--- src/rtl/aes_round_ctrl.sv ---
// aes_round_ctrl: sequencer for an iterative AES round datapath.
// Optional macro AES_CTRL_SIZE_ERR_EN adds the err output for size 11.
module aes_round_ctrl #(
    parameter int CYCLES_PER_ROUND = 1,
    parameter int RK_IDX_W         = 4
) (
    input  logic                clk,
    input  logic                rst_n,
    input  logic                start_valid,
    output logic                start_ready,
    input  logic                mode,
    input  logic [1:0]          size,
    input  logic                abort,
    output logic                dp_load,
    output logic                rnd_en,
    output logic                rnd_first,
    output logic                rnd_last,
    output logic [RK_IDX_W-1:0] rk_idx,
    output logic                busy,
`ifdef AES_CTRL_SIZE_ERR_EN
    output logic                err,
`endif
    output logic                done_valid,
    input  logic                done_ready
);

    typedef enum logic [2:0] {
        S_IDLE,
        S_INIT,
        S_ROUND,
        S_FINAL,
        S_DONE
    } state_t;

    localparam logic [1:0] CNT_LAST = 2'(CYCLES_PER_ROUND - 1);

    state_t              state_q, state_d;
    logic [1:0]          cnt_q, cnt_d;
    logic [RK_IDX_W-1:0] rnd_q, rnd_d;
    logic [RK_IDX_W-1:0] nr_q, nr_d;
    logic                mode_q, mode_d;
    logic                step;

    logic                start_ready_q, start_ready_d;
    logic                dp_load_q, dp_load_d;
    logic                rnd_en_q, rnd_en_d;
    logic                rnd_first_q, rnd_first_d;
    logic                rnd_last_q, rnd_last_d;
    logic [RK_IDX_W-1:0] rk_idx_q, rk_idx_d;
    logic                busy_q, busy_d;
    logic                done_valid_q, done_valid_d;
`ifdef AES_CTRL_SIZE_ERR_EN
    logic                err_q, err_d;
`endif

    // Next state, step counters and the registered output values.
    always_comb begin
        state_d   = state_q;
        cnt_d     = cnt_q;
        rnd_d     = rnd_q;
        nr_d      = nr_q;
        mode_d    = mode_q;
        dp_load_d = 1'b0;
`ifdef AES_CTRL_SIZE_ERR_EN
        err_d     = err_q;
`endif
        unique case (state_q)
            S_IDLE: begin
                if (start_valid) begin
                    mode_d    = mode;
                    cnt_d     = '0;
                    rnd_d     = '0;
                    dp_load_d = 1'b1;
                    state_d   = S_INIT;
                    unique case (size)
                        2'b00:   nr_d = RK_IDX_W'(10);
                        2'b01:   nr_d = RK_IDX_W'(12);
                        default: nr_d = RK_IDX_W'(14);
                    endcase
`ifdef AES_CTRL_SIZE_ERR_EN
                    if (size == 2'b11) begin
                        state_d = S_DONE;
                        err_d   = 1'b1;
                    end
`endif
                end
            end
            S_INIT, S_ROUND, S_FINAL: begin
                if (abort) begin
                    state_d = S_IDLE;
                    cnt_d   = '0;
                end else if (cnt_q == CNT_LAST) begin
                    cnt_d = '0;
                    rnd_d = rnd_q + 1'b1;
                    if (state_q == S_FINAL) begin
                        state_d = S_DONE;
                    end else if (rnd_d == nr_q) begin
                        state_d = S_FINAL;
                    end else begin
                        state_d = S_ROUND;
                    end
                end else begin
                    cnt_d = cnt_q + 2'd1;
                end
            end
            S_DONE: begin
                if (abort || done_ready) begin
                    state_d = S_IDLE;
`ifdef AES_CTRL_SIZE_ERR_EN
                    err_d   = 1'b0;
`endif
                end
            end
            default: state_d = S_IDLE;
        endcase

        step = (state_d == S_INIT) || (state_d == S_ROUND) ||
               (state_d == S_FINAL);
        start_ready_d = (state_d == S_IDLE);
        busy_d        = (state_d != S_IDLE);
        done_valid_d  = (state_d == S_DONE);
        rnd_first_d   = (state_d == S_INIT);
        rnd_last_d    = (state_d == S_FINAL);
        rnd_en_d      = step && (cnt_d == CNT_LAST);
        rk_idx_d      = '0;
        if (step) begin
            rk_idx_d = mode_d ? (nr_d - rnd_d) : rnd_d;
        end
    end

    // State and output registers.
    always_ff @(posedge clk or negedge rst_n) begin
        if (!rst_n) begin
            state_q       <= S_IDLE;
            cnt_q         <= '0;
            rnd_q         <= '0;
            nr_q          <= '0;
            mode_q        <= 1'b0;
            start_ready_q <= 1'b1;
            dp_load_q     <= 1'b0;
            rnd_en_q      <= 1'b0;
            rnd_first_q   <= 1'b0;
            rnd_last_q    <= 1'b0;
            rk_idx_q      <= '0;
            busy_q        <= 1'b0;
            done_valid_q  <= 1'b0;
`ifdef AES_CTRL_SIZE_ERR_EN
            err_q         <= 1'b0;
`endif
        end else begin
            state_q       <= state_d;
            cnt_q         <= cnt_d;
            rnd_q         <= rnd_d;
            nr_q          <= nr_d;
            mode_q        <= mode_d;
            start_ready_q <= start_ready_d;
            dp_load_q     <= dp_load_d;
            rnd_en_q      <= rnd_en_d;
            rnd_first_q   <= rnd_first_d;
            rnd_last_q    <= rnd_last_d;
            rk_idx_q      <= rk_idx_d;
            busy_q        <= busy_d;
            done_valid_q  <= done_valid_d;
`ifdef AES_CTRL_SIZE_ERR_EN
            err_q         <= err_d;
`endif
        end
    end

    assign start_ready = start_ready_q;
    assign dp_load     = dp_load_q;
    assign rnd_en      = rnd_en_q;
    assign rnd_first   = rnd_first_q;
    assign rnd_last    = rnd_last_q;
    assign rk_idx      = rk_idx_q;
    assign busy        = busy_q;
    assign done_valid  = done_valid_q;
`ifdef AES_CTRL_SIZE_ERR_EN
    assign err         = err_q;
`endif

endmodule

--- config.mk ---
export PLATFORM = sky130hd
export DESIGN_NAME = aes_round_ctrl
export DESIGN_NICKNAME = d
export VERILOG_FILES = /design/src/rtl/aes_round_ctrl.sv
export SDC_FILE = /design/constraint.sdc
export NUM_CORES = 1
export LEC_CHECK = 0
export ABC_AREA = 0
export BUFFER_PORTS_ARGS = -buffer_cell sky130_fd_sc_hd__buf_4
export CAP_MARGIN = 20
export CELL_PAD_IN_SITES_DETAIL_PLACEMENT = 0
export CELL_PAD_IN_SITES_GLOBAL_PLACEMENT = 1
export CORE_ASPECT_RATIO = 1.5
export CORE_MARGIN = 4
export CORE_UTILIZATION = 46
export DETAILED_ROUTE_END_ITERATION = 16
export PLACE_DENSITY_LB_ADDON = 0.2
export SLEW_MARGIN = 20
export SYNTH_ARGS = -nofsm -noshare
export SYNTH_HDL_FRONTEND = slang
export SYNTH_SLANG_ARGS = --single-unit
--- constraint.sdc ---
create_clock -name clk -period 4.2 [get_ports clk]
set_input_delay 0.84 -clock clk [delete_from_list [all_inputs] [get_ports clk]]
set_output_delay 0.84 -clock clk [all_outputs]
set_load 0.02 [all_outputs]
==> qor.yml <==
status: "completed"
crit_buf_inv: 2
synth_cells: 117
cts-resized-gates: 0
async_flop_share_pct: 100
worst_pin_slew_ns: 0.618
rsz0062_at_grt: "false"
grt_pass1_wl_um: 3960
rows: 22
switching_share_pct: 41.8
synth-seq-cells: 25
syn_area_sq_um: 1250
leakagePower_nw: 0.712
clk_pin_slew_ns: 0.13
worstHoldPathType: "input port to async pin"
critPathMaxStageDelay_ns: 0.65
die_width_um: 50.6
pwr-share-clk_pct: 10.9
rrSetupSlack_ns: 1.34
timing.fmax_mhz: 347
path_max_fanout: 7
wire_per_inst_um: 13.6
die_area_sq_um: 3640
clk_latency_ns: 0.31
numCtsBuffers: 3
synth_top_area_share_pct: 48.0
syn2layout_area_growth_pct: 14.7
dr_total_vias: 890
drtIter0Drc: 22
gp_congestion: 0.861
power_density_nw_per_um2: 671
peakVddDrop_mv: 0.354
gr-usage-all-layers_pct: 14.2
p_sw_mw: 0.403
cts_tree: "done"
yosysUniqueCellTypes: 35
worstSetupEndpointType: "register"
drtAntennaViolNets: 0
io_buffers: 18
fin_crit_sh_pct: 68.6
syn_area_per_cell_sq_um: 10.7
cts_root_buf: "clkbuf_4"
io_pins: 19
first_pass_iters: 4
synth_area_leaders: "dfrtp_1, ha_1, xor2_1, inv_1, nand2_1"
chipHeight_um: 71.9
routed_wl_um: 2350
core_sq_um: 2530
start_kind: "input port"
hold_viol: 0
max-cap-violations: 0
ys_seq_area_share_pct: 50.0
post_cts_buffers: 0
crit_arrival_ns: 3.12
dpl.hpwl_um: 1880
combPwrFrac_pct: 51.7
grt_antenna_before_repair: 0
grt_max_degree: 26
clockBufferDepth: 2
grt_pass1_vias: 858
setup-violations-final: 0
final_util_pct: 56.7
power.total_mw: 0.964
cpLargestDelayFamily: "simple AND/OR/NAND/NOR gates"
period_needed_ns: 2.88
yosysWarnings: 0
grt_overflow: 0
p_seq_share_pct: 37.5
r2r_start: "state_q[2]"
timing.critical_path.required_ns: 4.44
drc: 0
synth_top_flop_cell: "dfrtp_1"
maxSlewHeadroom_pct: 58.5
htreeDepth: 1
viasPerCell: 5.14
nets: 153
cp-startpoint: "start_valid"
initial_utilization_pct: 49.5
syn_nets: 132
p_int_mw: 0.561
worst-path-stages: 11
r2r_cells: 10
drive_gt1_share_pct: 19.7
antennaDiodeCount: 0
cts_sinks: 25
yosys.area.top_type: "dfrtp_1"
tns_ns: 0
synth_edf_count: 0
hold_buffers: 0
clock_skew_ns: 0.0111
slowest_stage: "or4b_1"
path_class: "input port to register"
crit_chain: "buf_4 -> or4b_1 -> clkinv_8 -> nor2_1 -> a31oi_1 -> ha_1 -> nand3b_1 -> nand2_1 -> xor2_1 -> or3_1 -> a21oi_1"
nFillCells: 250
reg2reg_to: "rk_idx[3]"
maxSlewViolCount: 0
-- sequential cells by signal, indices dropped and copies added, names as in the netlist --
signal       cells
rk_idx           4
nr_q             4
rnd_q            4
rnd_first        1
state_q          3
mode_q           1
start_ready      1
rnd_last         1
cnt_q            2
done_valid       1
rnd_en           1
busy             1
dp_load          1
-- per-stage QoR --
stage	cells	area, sq um	hold WS, ns	worst slack [ns]
floorplan	117	1250	0.477	1.39
global placement	169	1410	0.507	0.995
detailed placement	169	1410	0.508	0.946
CTS	173	1440	0.401	1.25
global route	173	1440	0.397	1.06
finish	173	1440	0.393	1.32
-- cell families after synthesis --
family	count (synthesis)	share of synthesized area, %
compound gates	21	11.4
xor+xnor	9	6.29
fa+ha+maj	7	7.59
buf+inv	14	6.39
flops	25	50.1
mux	3	2.70
simple gates	38	15.6
-- layout by cell type (no fill, tap or decap) --
| cell type | netlist | routed |
|---|---|---|
| nor4b_1 | 1 | 1 |
| a211oi_1 | 3 | 3 |
| nand2_1 | 11 | 11 |
| and3_1 | 2 | 2 |
| or4b_1 | 1 | 1 |
| xnor2_1 | 4 | 4 |
| clkbuf_4 | 0 | 3 |
| or3_1 | 1 | 1 |
| a21oi_1 | 5 | 5 |
| inv_1 | 11 | 11 |
| or2_2 | 3 | 3 |
| clkbuf_1 | 0 | 1 |
| mux2i_2 | 1 | 1 |
| nor3_1 | 4 | 4 |
| clkinv_8 | 1 | 1 |
| o31ai_1 | 1 | 1 |
| or2b_1 | 1 | 1 |
| o21a_1 | 1 | 1 |
| o31a_1 | 1 | 1 |
| nand3b_1 | 3 | 3 |
| dfrtp_1 | 24 | 24 |
| o41a_1 | 1 | 1 |
| xor2_1 | 5 | 5 |
| and2_1 | 1 | 1 |
| o21ai_0 | 3 | 3 |
| nand3_1 | 1 | 1 |
| a22o_1 | 2 | 2 |
| nand4_1 | 1 | 1 |
| nor2_1 | 8 | 8 |
| o21ai_1 | 1 | 1 |
| fa_1 | 1 | 1 |
| buf_4 | 0 | 18 |
| mux2i_1 | 2 | 2 |
| dfstp_2 | 1 | 1 |
| o211a_1 | 1 | 1 |
| ha_1 | 6 | 6 |
| a31oi_1 | 2 | 2 |
-- Yosys cell counts (all sizes together), types with 3 or more instances --
cell type  instances
dfrtp             24
inv               11
nand2             11
nor2               8
ha                 6
a21oi              5
xor2               5
nor3               4
o21ai              4
xnor2              4
a211oi             3
mux2i              3
nand3b             3
or2                3
-- final cells by class --
type | instances | area, sq um | share of cell area (%)
sequential | 25 | 627 | 43.6
multi-input combinational | 78 | 546 | 38.0
tap | 36 | 45.0 | 3.14
inverter | 12 | 57.6 | 4.01
clock buffer | 4 | 26.3 | 1.83
timing repair buffer | 18 | 135 | 9.41
-- power by group through the flow --
stage	Clock [mW]	Combinational, mW	Sequential [mW]
after floorplan	0	0.323	0.405
after global placement	0	0.497	0.365
after detailed placement	0	0.504	0.367
after CTS	0.108	0.506	0.361
after global routing	0.121	0.554	0.372
final	0.105	0.498	0.361
-- per-layer routing --
| metal | vias up | global-route usage [%] | share of wire, % |
|---|---|---|---|
| li1 | 437 | - | - |
| met1 | 428 | 16.8 | 41 |
| met2 | 19 | 25.7 | 54 |
| met3 | 6 | 2.46 | 3.6 |
| met4 | 0 | 4.79 | 2.1 |
| met5 | - | 0 | 0 |
-- how the worst max path moves through the flow --
stage,end,slack [ns]
final,rk_idx[3],1.32
after global placement,rk_idx[3],0.99
after floorplan,rk_idx[3],1.39
after global routing,rk_idx[3],1.06
after detailed placement,rk_idx[3],0.95
after CTS,rk_idx[3],1.25
Power figures use the tool's default switching activity.
